===== config.mk =====
export PLATFORM = sky130hd
export DESIGN_NAME = nx_axbs_acc_flat
export DESIGN_NICKNAME = d
export VERILOG_FILES = /design/src/rtl/nx_axbs_acc_if.sv /design/src/rtl/nx_axbs_acc.sv /design/src/flat_wrapper.sv
export SDC_FILE = /design/constraint.sdc
export NUM_CORES = 1
export LEC_CHECK = 0
export BUFFER_PORTS_ARGS = -buffer_cell sky130_fd_sc_hd__buf_4
export CORE_MARGIN = 2
export CORE_UTILIZATION = 55
export DETAILED_ROUTE_END_ITERATION = 10
export PLACE_DENSITY = 0.75
export SETUP_SLACK_MARGIN = 0.1
export SLEW_MARGIN = 20
export SYNTH_ARGS = -nofsm -noshare
export SYNTH_HDL_FRONTEND = slang
export SYNTH_SLANG_ARGS = --single-unit

===== constraint.sdc =====
create_clock -name clk -period 6.15 [get_ports clk]
set_clock_uncertainty 0.15 [all_clocks]
set_input_delay 1.845 -clock clk [delete_from_list [all_inputs] [get_ports clk]]
set_output_delay 1.845 -clock clk [all_outputs]
set_load 0.02 [all_outputs]

===== src/rtl/nx_axbs_acc_if.sv =====
// Product-beat input and result output bundle for nx_axbs_acc.
// slave is the accumulator's view; master is the producer/consumer side.
interface nx_axbs_acc_if #(
  parameter int PROD_W = 64,
  parameter int OUT_W  = 32
);
  logic              in_valid;
  logic              in_ready;
  logic [PROD_W-1:0] in_data;
  logic              in_first;
  logic              in_last;
  logic              out_valid;
  logic              out_ready;
  logic [OUT_W-1:0]  out_data;
  logic              out_sat;
  logic              err_seq;

  modport master (
    output in_valid, in_data, in_first, in_last, out_ready,
    input  in_ready, out_valid, out_data, out_sat, err_seq
  );

  modport slave (
    input  in_valid, in_data, in_first, in_last, out_ready,
    output in_ready, out_valid, out_data, out_sat, err_seq
  );
endinterface


===== src/rtl/nx_axbs_acc.sv =====
// Dot-product accumulator for signed multiplier products.
// Rounds, shifts and saturates each vector sum onto a valid/ready port.
module nx_axbs_acc #(
  parameter int PROD_W = 64,
  parameter int ACC_W  = 72,
  parameter int SHIFT  = 16,
  parameter int OUT_W  = 32
) (
  input  logic         clk,
  input  logic         rst,
  nx_axbs_acc_if.slave bus
);
  typedef enum logic {IDLE, ACCUM} state_t;

  localparam logic [ACC_W:0] ONE  = (ACC_W+1)'(1);
  localparam int             RSH  = (SHIFT > 0) ? SHIFT - 1 : 0;
  localparam logic [ACC_W:0] RND  = (SHIFT > 0) ? (ONE << RSH) : '0;
  localparam logic [ACC_W:0] MAXV = (ONE << (OUT_W - 1)) - ONE;
  localparam logic [ACC_W:0] MINV = ~MAXV;

  state_t            state;
  logic [ACC_W-1:0]  acc;
  logic [ACC_W-1:0]  fin;
  logic              fin_valid;
  logic [ACC_W-1:0]  base;
  logic [ACC_W-1:0]  sum;
  logic              out_en;
  logic              fire;
  logic              move;
  logic signed [ACC_W:0] rnd;
  logic signed [ACC_W:0] r;
  logic [OUT_W-1:0]  res;
  logic              res_sat;

  assign out_en      = !bus.out_valid || bus.out_ready;
  assign bus.in_ready = !fin_valid || out_en;
  assign fire        = bus.in_valid && bus.in_ready;
  assign move        = fin_valid && out_en;

  // a first beat restarts the sum even mid-vector
  assign base = (state == ACCUM && !bus.in_first) ? acc : '0;
  assign sum  = base + ACC_W'($signed(bus.in_data));

  // one extra bit keeps the rounding add from wrapping
  assign rnd = $signed({fin[ACC_W-1], fin} + RND);
  assign r   = rnd >>> SHIFT;

  always_comb begin
    res     = r[OUT_W-1:0];
    res_sat = 1'b0;
    if (r > $signed(MAXV)) begin
      res     = MAXV[OUT_W-1:0];
      res_sat = 1'b1;
    end else if (r < $signed(MINV)) begin
      res     = MINV[OUT_W-1:0];
      res_sat = 1'b1;
    end
  end

  always_ff @(posedge clk or posedge rst) begin
    if (rst) begin
      state         <= IDLE;
      acc           <= '0;
      fin           <= '0;
      fin_valid     <= 1'b0;
      bus.out_valid <= 1'b0;
      bus.out_data  <= '0;
      bus.out_sat   <= 1'b0;
      bus.err_seq   <= 1'b0;
    end else begin
      if (fire) begin
        if (state == ACCUM && bus.in_first)
          bus.err_seq <= 1'b1;
        if (bus.in_last) begin
          fin   <= sum;
          state <= IDLE;
        end else begin
          acc   <= sum;
          state <= ACCUM;
        end
      end
      if (fire && bus.in_last)
        fin_valid <= 1'b1;
      else if (move)
        fin_valid <= 1'b0;
      if (move) begin
        bus.out_valid <= 1'b1;
        bus.out_data  <= res;
        bus.out_sat   <= res_sat;
      end else if (bus.out_ready) begin
        bus.out_valid <= 1'b0;
      end
    end
  end
endmodule


===== src/flat_wrapper.sv =====
// flat-port wrapper written by rule: the top's interface ports become plain ports
module nx_axbs_acc_flat 
#(
  parameter int PROD_W = 64,
  parameter int ACC_W  = 72,
  parameter int SHIFT  = 16,
  parameter int OUT_W  = 32
)
  (clk, rst, bus_in_valid, bus_in_data, bus_in_first, bus_in_last, bus_out_ready, bus_in_ready, bus_out_valid, bus_out_data, bus_out_sat, bus_err_seq);
  nx_axbs_acc_if #(.PROD_W(PROD_W), .OUT_W(OUT_W)) bus_i ();
  input  logic clk;
  input  logic rst;
  input wire logic [$bits(bus_i.in_valid)-1:0] bus_in_valid;
  input wire logic [$bits(bus_i.in_data)-1:0] bus_in_data;
  input wire logic [$bits(bus_i.in_first)-1:0] bus_in_first;
  input wire logic [$bits(bus_i.in_last)-1:0] bus_in_last;
  input wire logic [$bits(bus_i.out_ready)-1:0] bus_out_ready;
  output wire logic [$bits(bus_i.in_ready)-1:0] bus_in_ready;
  output wire logic [$bits(bus_i.out_valid)-1:0] bus_out_valid;
  output wire logic [$bits(bus_i.out_data)-1:0] bus_out_data;
  output wire logic [$bits(bus_i.out_sat)-1:0] bus_out_sat;
  output wire logic [$bits(bus_i.err_seq)-1:0] bus_err_seq;
  assign bus_i.in_valid = bus_in_valid;
  assign bus_i.in_data = bus_in_data;
  assign bus_i.in_first = bus_in_first;
  assign bus_i.in_last = bus_in_last;
  assign bus_i.out_ready = bus_out_ready;
  assign bus_in_ready = bus_i.in_ready;
  assign bus_out_valid = bus_i.out_valid;
  assign bus_out_data = bus_i.out_data;
  assign bus_out_sat = bus_i.out_sat;
  assign bus_err_seq = bus_i.err_seq;
  nx_axbs_acc #(.PROD_W(PROD_W), .ACC_W(ACC_W), .SHIFT(SHIFT), .OUT_W(OUT_W)) u_core (.clk(clk), .rst(rst), .bus(bus_i));
endmodule

Word level (Yosys, flattened, before mapping):

Cells that the tools add are included.
Widths: inputs -> output; s select.

* register bits: 181
* input port bits: 70
* output and inout bits: 36
* word-level logic and storage cells: 38

* add/sub/neg operators: 2
* magnitude comparators: 2
* muxes and demuxes: 10
* bitwise logic cells: 1
* reductions and logical operators: 15

Operators with widths (count)
* $add 72x17->73 const B: 1
* $add 72x72->72: 1
* $mux 72: 1
* $mux 32: 2
* $gt 57x32->1 const B: 1
* $lt 57x32->1 const B: 1
* $mux 1: 7
* $reduce_and 2->1: 3
* $logic_and 1x1->1: 5
* $reduce_bool 2->1: 2
* $logic_not 1->1: 3
* $logic_or 1x1->1: 2
* $not 1->1: 1

Longest topological paths before layout:

Gate-level depths: netlist (run 1).

* depth in word-level cells: 6
* mapped depth: 15
* gate-level depth less buffers: 13

Worst setup path before layout (run 1):

Ideal clock, no wire load.

* path type: input -> register
* start: input port bus_in_first
* end: register u_core.acc[70]
* setup time: 0.125 ns
* arrival: 5.261 ns
* required time: 5.875 ns
* slack: 0.614 ns
* stages: 15
* path buffers: 2
* cells stage by stage: nor2b_1 clkbuf_1 clkbuf_1 and2_1 ha_1 fa_1 a211oi_1 nor2_1 o311ai_1 a211oi_1 o211a_1 a2111oi_0 o31ai_1 xor2_1 mux2_2

* longest elaborated chain between the ends: 4

RTL lines
* start, declared: RTL line flat_wrapper.sv:15 `input wire logic [$bits(bus_i.in_first)-1:0] bus_in_first;`
* $logic_not 1->1: RTL line nx_axbs_acc.sv:41 `assign base = (state == ACCUM && !bus.in_first) ? acc : '0;`
* $logic_and 1x1->1: RTL line nx_axbs_acc.sv:41
* $mux 72: RTL line nx_axbs_acc.sv:41
* $add 72x72->72: RTL line nx_axbs_acc.sv:42 `assign sum = base + ACC_W'($signed(bus.in_data));`
* end signal, assigned: RTL line nx_axbs_acc.sv:78 `acc <= sum;`
* end, declared: RTL line nx_axbs_acc.sv:22 `logic [ACC_W-1:0] acc;`

No other way between the ends.
A chain may end at the register's enable or synchronous reset.

Worst setup path after layout (run 1):

* start: input port bus_in_first
* end: register u_core.acc[64]

Same word-level chain as after synthesis.

==> summary.txt, run 1 <==
Synthesis
  – YS warnings: 0
  – Synthesized netlist cell count: 1598
  – Share of Yosys cell area claimed by the top area cell type: 0.320
  – Netlist area before placement: 0.0130 mm²
  – Count of distinct cell types in the synthesized netlist: 76
  – Cells taking the most area after synthesis: sky130_fd_sc_hd__dfrtp_1 32%, sky130_fd_sc_hd__nand2_1 7.4%, sky130_fd_sc_hd__ha_1 6.9%, sky130_fd_sc_hd__o21ai_0 4.7%, sky130_fd_sc_hd__xnor2_1 4.3%
  – Mean area per synthesized cell: 8.12 µm²
  – Seq/Total Area, Yosys: 0.320
  – Synthesis-stage register bit count: 166
  – Number of enable-type register cells in the synthesized netlist: 0
  – Largest area contributor in the netlist: sky130_fd_sc_hd__dfrtp_1
  – Syn_nets: 1741
  – Async set-reset flop share out of synthesis: 1.00
  – Most instantiated flip-flop cell in the synthesis netlist: sky130_fd_sc_hd__dfrtp_1

Setup path
  – Worst path max stage delay: 690 ps
  – Critical Path Slowest Stage Cell: sky130_fd_sc_hd__o311ai_1
  – Timing startpoint of the critical path: bus_in_first
  – Worst r2r path cells: 13
  – Largest fanout on the critical path: 27
  – End point of the critical path: u_core.acc[64]$_DFFE_PP0P_
  – Terminus of the critical flop-to-flop path: u_core.acc[64]$_DFFE_PP0P_
  – Cell-by-cell trace of the critical path: buf_4 -> nor2b_4 -> buf_4 -> and2_1 -> ha_1 -> a21oi_1 -> o21ai_0 -> o22ai_1 -> o221ai_1 -> o311ai_1 -> a21oi_1 -> o21ai_0 -> nand2b_1 -> nand3_1
  – Arrival time at the worst endpoint: 5710 ps
  – Critical path required time: 6320 ps
  – Setup slack on the worst flop-to-flop path: 1720 ps
  – Kind of start point of the critical path: input pin
  – Critical Path End Type: flip-flop
  – Start-to-end type of the worst setup path: input pin to flip-flop
  – Origin of the critical flop-to-flop path: u_core.state$_DFFE_PP0P_

Clock network
  – Root Buffer Master: sky130_fd_sc_hd__clkbuf_16
  – Cts bufs inserted: 17
  – Largest buffer count on any clock path: 2
  – Post-CTS clock slew at the launch and capture registers of the worst setup and hold paths: 70 ps
  – Number of gates given a new drive strength after cts: 0
  – CTS sink count: 166
  – Postcts setup bufs: 0
  – Hold bufs inserted after CTS: 0
  – Clock network latency to the later pin of the worst-skew pair: 440 ps
  – Maximum level of the CTS H-tree: 4
  – CTS tree: built

Global route
  – Met2 Use GR: 0.439
  – First-pass GRT wire length: 59400 µm
  – Final global-route overflow total: 0
  – Layer with the highest usage: met1
  – GRT Util Overall: 0.303
  – Global routing met3 resource utilization: 0.0485
  – Pin count of the biggest net entering global routing: 127
  – Number of antenna violations at the first check in global routing: 0
  – Via count of the first global-routing pass: 11.1k
  – Met1 Use GR: 0.464

Detailed routing
  – DR WL/cell: 18.6 µm
  – 1st-pass router iterations: 7
  – Post-Route WL: 36700 µm
  – Number of remaining DRC errors: 0
  – Total vias in the final route: 12.2k
  – Detail-routed via count per cell: 6.17
  – Routed Antenna Nets: 0
  – 1st-iter DRT viols: 1034

Timing
  – Summed negative setup slack over all endpoints: 0 ps
  – RSZ-0062 raised after global routing: false
  – Count of final max-slew check failures: 0
  – Final setup violation count: 0
  – Tightest slew margin relative to the limit: 0.376
  – Setup ws final: 607 ps
  – Count of endpoints failing hold in the final timing report: 0
  – Peak Freq: 0.180 GHz
  – Actual transition at the worst max-transition pin: 936 ps
  – Final period demand of the worst path: 5540 ps
  – Post-route clock period utilization: 0.901

Floorplan
  – Die outline area: 0.0248 mm²
  – Core Region: 0.0233 mm²
  – Ports: 106
  – Die Y: 158 µm
  – Number of standard-cell rows in the floorplan: 56
  – Die width: 158 µm
  – Initial Util: 0.556

Status
  – Result of the run: completed

Job
  – # Max-Cap Violations: 0

Finish
  – # nets final: 1783
  – Ant diodes: 0
  – Area Growth Syn to Fin: 12.1%
  – Post-Layout Inst Area: 0.0145 mm²
  – Proportion of layout cells with a drive suffix above 1: 0.137

Placement
  – Detailed placement HPWL: 27300 µm
  – Number of buffers added on ports: 105
  – Pre-CTS setup slack: 265 ps
  – Placed Instance Area: 0.0139 mm²
  – Final RePlAce weighted congestion: 0.949

Power
  – Part of the power in combinational logic: 0.415
  – Sequential share of power: 0.369
  – Total leakage power: 6.35 nW
  – P_int: 0.00296 W
  – Clock network power share: 0.215
  – Switching power summed over all nets: 0.00219 W
  – Switching part of the total: 0.426
  – Power density relative to cell area: 354 mW/mm²
  – Largest vdd supply drop: 0.176 mV

Min path
  – Type of the most critical hold path: flip-flop to flip-flop
-- routing by layer --
| layer | vias to the layer above | part of all wire |
|---|---|---|
| met2 | 470 | 0.42 |
| met1 | 5760 | 0.49 |
| met4 | 0 | 0.024 |
| li1 | 5886 | - |
| met5 | - | 0 |
| met3 | 59 | 0.067 |
-- layout make-up --
type / instances / area [µm²]
tap: 319 / 399
inverter: 27 / 105
fill: 2073 / 8800
clock buffer: 17 / 425
multi-input combinational: 1308 / 8350
clock inverter: 15 / 194
sequential: 166 / 4150
timing repair buffer: 120 / 913
-- critical path: cells and delay by family --
family	cells	cell delay [ps]
buf+inv	2	500
simple gates	4	860
fa+ha+maj	1	290
compound gates	7	2210
-- flip-flops by register name, indices dropped and copies added, names as in the netlist --
name and cells:
u_core.bus.err_seq 1, u_core.bus.out_valid 1, u_core.bus.out_sat 1, u_core.bus.out_data 32, u_core.acc 72, u_core.state 1
u_core.fin_valid 1, u_core.fin 57
-- power groups by stage --
stage / sequential (W) / combinational [W] / clock, W
3_5_place_dp: 0.00190 / 0.00210 / 0
2_1_floorplan: 0.00187 / 0.00143 / 0
5_1_grt: 0.00195 / 0.00236 / 0.00117
3_3_place_gp: 0.00189 / 0.00205 / 0
6_report: 0.00190 / 0.00214 / 0.00111
4_1_cts: 0.00189 / 0.00212 / 0.00113
-- kinds of logic (layout without fill, tap and decap cells) --
kind of cell               count (synthesis)  in the layout  synth area share
AOI/OAI and AO/OA                        426            426             0.208
and+or+nand+nor                          660            660             0.251
DFF                                      166            166             0.320
adders and majority gates                 73             73            0.0710
buffers and inverters                    124            179            0.0394
muxes                                     48             48            0.0415
xor gates and xnor gates                 101            101            0.0682
-- how the worst min path moves through the flow --
| stage | from | depth (start not counted) | slack, ps | endpoint |
|---|---|---|---|---|
| floorplan | u_core.acc[0]$_DFFE_PP0P_ | 2 | 290 | u_core.acc[0]$_DFFE_PP0P_ |
| global placement | u_core.acc[1]$_DFFE_PP0P_ | 2 | 300 | u_core.acc[1]$_DFFE_PP0P_ |
| detailed placement | u_core.acc[22]$_DFFE_PP0P_ | 2 | 300 | u_core.acc[22]$_DFFE_PP0P_ |
| CTS | u_core.acc[0]$_DFFE_PP0P_ | 2 | 320 | u_core.acc[0]$_DFFE_PP0P_ |
| global route | u_core.acc[49]$_DFFE_PP0P_ | 2 | 340 | u_core.acc[49]$_DFFE_PP0P_ |
| finish | u_core.acc[49]$_DFFE_PP0P_ | 2 | 320 | u_core.acc[49]$_DFFE_PP0P_ |
-- cell usage after synthesis, drive strengths merged (46+ instances only) --
| master | count |
|---|---|
| xnor2 | 64 |
| a21oi | 99 |
| dfrtp | 166 |
| and2 | 80 |
| mux2 | 46 |
| nor2 | 86 |
| o21ai | 123 |
| nor3 | 53 |
| ha | 72 |
| clkbuf | 83 |
| nand4 | 60 |
| nand2 | 254 |
-- cell usage in the layout, fill, tap and decap left out, types with 8 or more instances in the layout --
cell type                   count
sky130_fd_sc_hd__o21bai_1      19
sky130_fd_sc_hd__ha_1          72
sky130_fd_sc_hd__dfrtp_1      166
sky130_fd_sc_hd__xnor2_1       64
sky130_fd_sc_hd__inv_1         26
sky130_fd_sc_hd__o22ai_1       29
sky130_fd_sc_hd__buf_4        119
sky130_fd_sc_hd__nand2_1      254
sky130_fd_sc_hd__nand3_1       44
sky130_fd_sc_hd__o31ai_1       17
sky130_fd_sc_hd__a221oi_1       8
sky130_fd_sc_hd__o211ai_1      13
sky130_fd_sc_hd__clkbuf_16     17
sky130_fd_sc_hd__a211oi_1      11
sky130_fd_sc_hd__and3_1         8
sky130_fd_sc_hd__xor2_1        37
sky130_fd_sc_hd__nand4_1       58
sky130_fd_sc_hd__nor4_1         9
sky130_fd_sc_hd__o21ai_0      122
sky130_fd_sc_hd__nor3_1        51
sky130_fd_sc_hd__nor2b_1        8
sky130_fd_sc_hd__o21a_1        21
sky130_fd_sc_hd__a21o_1        33
sky130_fd_sc_hd__mux2_2        46
sky130_fd_sc_hd__a21oi_1       99
sky130_fd_sc_hd__and2_1        77
sky130_fd_sc_hd__nand2b_1       9
sky130_fd_sc_hd__or3_1         13
sky130_fd_sc_hd__nor2_1        85
-- metrics by stage --
| step | total power [W] | hold slack [ps] | utilization | std cells |
|---|---|---|---|---|
| after floorplan | 0.00330 | 287 | - | 1598 |
| after global placement | 0.00394 | 299 | 0.596 | 1940 |
| after detailed placement | 0.00400 | 304 | 0.596 | 1940 |
| after CTS | 0.00513 | 325 | 0.623 | 1972 |
| after global routing | 0.00549 | 335 | 0.623 | 1972 |
| final | 0.00515 | 324 | 0.623 | 1972 |
(Power assumes the default switching activity.)
==> run 2: changes to the inputs <==
- BUFFER_PORTS_ARGS: -buffer_cell sky130_fd_sc_hd__buf_4 -> not set
- CAP_MARGIN: not set -> 20
- DONT_BUFFER_PORTS: not set -> 1
- PLACE_DENSITY: 0.75 -> 0.71
==> summary.txt, run 2 (synthesized netlist as in run 1, its figures left out) <==
Floorplan
  – Die Y: 158 µm (unchanged)
  – Number of standard-cell rows in the floorplan: 56 (unchanged)
  – Core Region: 0.0233 mm² (unchanged)
  – Die width: 158 µm (unchanged)
  – Initial Util: 0.556 (unchanged)
  – Die outline area: 0.0248 mm² (unchanged)
  – Ports: 106 (unchanged)

Min path
  – Hold Crit Start: u_core.acc[1]$_DFFE_PP0P_ (was u_core.acc[49]$_DFFE_PP0P_)
  – Type of the most critical hold path: flip-flop to flip-flop (unchanged)

Finish
  – Most frequent standard cell in the layout excluding fill and tap cells: sky130_fd_sc_hd__nand2_1 (unchanged)
  – # nets final: 1680 (was 1783)
  – Number of flip-flops under the largest register name: 72 (unchanged)
  – Post-Layout Inst Area: 0.0138 mm² (was 0.0145 mm²)
  – Top flop regs: u_core.acc x72, u_core.fin x57, u_core.bus.out_data x32 (unchanged)
  – Area Growth Syn to Fin: 6.12% (was 12.1%)
  – Top register by number of flip-flops: u_core.acc (unchanged)
  – Most frequent cells in the layout: 254 x sky130_fd_sc_hd__nand2_1, 166 x sky130_fd_sc_hd__dfrtp_1, 122 x sky130_fd_sc_hd__o21ai_0 (unchanged)
  – Filler cells: 2145 (was 2073)
  – Proportion of layout cells with a drive suffix above 1: 0.0794 (was 0.137)

Global route
  – Final global-route overflow total: 0 (unchanged)
  – Number of antenna violations at the first check in global routing: 1 (was 0)
  – First-pass GRT wire length: 56600 µm (was 59400 µm)
  – GRT Util Overall: 0.288 (was 0.303)
  – Pin count of the biggest net entering global routing: 167 (was 127)
  – Via count of the first global-routing pass: 10.6k (was 11.1k)

Clock network
  – Root Buffer Master: sky130_fd_sc_hd__clkbuf_16 (unchanged)
  – Number of gates given a new drive strength after cts: 0 (unchanged)
  – CTS tree: built (unchanged)
  – Largest buffer count on any clock path: 2 (unchanged)
  – CTS sink count: 166 (unchanged)
  – Maximum level of the CTS H-tree: 4 (unchanged)
  – Postcts setup bufs: 0 (unchanged)
  – Clock network latency to the later pin of the worst-skew pair: 450 ps (was 440 ps)
  – Post-CTS clock slew at the launch and capture registers of the worst setup and hold paths: 70 ps (about the same)
  – Hold bufs inserted after CTS: 0 (unchanged)
  – Cts bufs inserted: 17 (unchanged)

Placement
  – Pre-CTS setup slack: 584 ps (was 265 ps)
  – Detailed placement HPWL: 26100 µm (was 27300 µm)
  – Number of buffers added on ports: 0 (was 105)
  – Placed Instance Area: 0.0132 mm² (was 0.0139 mm²)
  – Final RePlAce weighted congestion: 0.940 (was 0.949)

Timing
  – Count of endpoints failing hold in the final timing report: 0 (unchanged)
  – Setup ws final: 1000 ps (was 607 ps)
  – Worst hold slack after final layout: 321 ps (was 324 ps)
  – Peak Freq: 0.194 GHz (was 0.180 GHz)
  – Summed negative setup slack over all endpoints: 0 ps (unchanged)
  – Actual transition at the worst max-transition pin: 955 ps (was 936 ps)
  – Tightest slew margin relative to the limit: 0.363 (was 0.376)
  – Post-route clock period utilization: 0.837 (was 0.901)
  – RSZ-0062 raised after global routing: false (unchanged)
  – Final period demand of the worst path: 5150 ps (was 5540 ps)
  – Final setup violation count: 0 (unchanged)
  – Count of final max-slew check failures: 0 (unchanged)

Setup path
  – Arrival time at the worst endpoint: 5320 ps (was 5710 ps)
  – Critical path required time: 6320 ps (about the same)
  – Start-to-end type of the worst setup path: input pin to flip-flop (unchanged)
  – Worst path max stage delay: 430 ps (was 690 ps)
  – Largest fanout on the critical path: 72 (was 27)
  – Critical Path Slowest Stage Cell: sky130_fd_sc_hd__fa_1 (was sky130_fd_sc_hd__o311ai_1)
  – Cell-by-cell trace of the critical path: nor2b_4 -> buf_12 -> and2_1 -> ha_1 -> fa_1 -> a211oi_1 -> nor2_1 -> o311ai_1 -> buf_4 -> a211oi_1 -> o211a_1 -> a2111oi_0 -> buf_4 -> o31ai_1 -> xnor2_1 -> mux2_2 (was buf_4 -> nor2b_4 -> buf_4 -> and2_1 -> ha_1 -> a21oi_1 -> o21ai_0 -> o22ai_1 -> o221ai_1 -> o311ai_1 -> a21oi_1 -> o21ai_0 -> nand2b_1 -> nand3_1)
  – Timing startpoint of the critical path: bus_in_first (unchanged)
  – Critical Path End Type: flip-flop (unchanged)
  – Origin of the critical flop-to-flop path: u_core.state$_DFFE_PP0P_ (unchanged)
  – Kind of start point of the critical path: input pin (unchanged)

Detailed routing
  – Post-Route WL: 35600 µm (was 36700 µm)
  – Detail-routed via count per cell: 6.25 (was 6.17)
  – DR WL/cell: 19.0 µm (was 18.6 µm)
  – Number of remaining DRC errors: 0 (unchanged)
  – 1st-iter DRT viols: 1288 (was 1034)
  – Routed Antenna Nets: 0 (unchanged)
  – Total vias in the final route: 11.7k (was 12.2k)
  – 1st-pass router iterations: 7 (unchanged)

Status
  – Result of the run: completed (unchanged)

Power
  – Largest vdd supply drop: 0.201 mV (was 0.176 mV)
  – Part of the power in combinational logic: 0.367 (was 0.415)
  – Switching power summed over all nets: 0.00210 W (was 0.00219 W)
  – P_int: 0.00284 W (was 0.00296 W)
  – Power density relative to cell area: 359 mW/mm² (was 354 mW/mm²)
  – Switching part of the total: 0.425 (was 0.426)
  – Total leakage power: 5.86 nW (was 6.35 nW)
  – Post-route total power: 0.00494 W (was 0.00515 W)
  – Sequential share of power: 0.409 (was 0.369)
  – Clock network power share: 0.224 (was 0.215)

Job
  – # Max-Cap Violations: 0 (unchanged)
[run 2: power groups by stage]
stage          combinational [W]  sequential (W)  clock, W
2_1_floorplan            0.00143         0.00187         0
3_3_place_gp             0.00173         0.00201         0
3_5_place_dp             0.00178         0.00203         0
4_1_cts                  0.00179         0.00201   0.00112
5_1_grt                  0.00201         0.00209   0.00117
6_report                 0.00182         0.00202   0.00111
[run 2: per-layer routing]
metal,vias to the layer above,track usage,wire length [µm]
met2,377,0.423,15300
met4,0,0.0745,597
met5,-,0,0
li1,5668,-,-
met3,51,0.0649,2640
met1,5584,0.426,17100
[run 2: worst paths after layout]
path,end,slack [ps],cells past startpoint
setup / recovery,u_core.acc[66]$_DFFE_PP0P_,1000,16
hold / removal,u_core.acc[1]$_DFFE_PP0P_,320,2
setup reg to reg,u_core.acc[66]$_DFFE_PP0P_,1890,16
hold reg to reg,u_core.acc[1]$_DFFE_PP0P_,320,2
max in group asynchronous,u_core.acc[4]$_DFFE_PP0P_,3740,2
min in group asynchronous,u_core.bus.out_data[3]$_DFFE_PP0P_,1340,2
[run 2: layout make-up]
type	instances	area [µm²]	share of cell area
multi-input combinational	1308	8340	0.606
sequential	166	4150	0.302
clock buffer	17	425	0.0309
tap	319	399	0.0290
clock inverter	15	174	0.0126
timing repair buffer	17	160	0.0116
inverter	27	105	0.00764
antenna	1	2.50	0.000182
[run 2: per-stage QoR]
| stage | std cells | utilization |
|---|---|---|
| 2_1_floorplan | 1598 | - |
| 3_3_place_gp | 1836 | 0.563 |
| 3_5_place_dp | 1837 | 0.564 |
| 4_1_cts | 1869 | 0.590 |
| 5_1_grt | 1869 | 0.590 |
| 6_report | 1870 | 0.590 |
[run 2: critical path: cells and delay by family]
kind / cells / cell delay (ps)
mux: 1 / 280
buf+inv: 3 / 550
simple gates: 3 / 340
fa+ha+maj: 2 / 630
xor+xnor: 1 / 160
compound gates: 6 / 1460
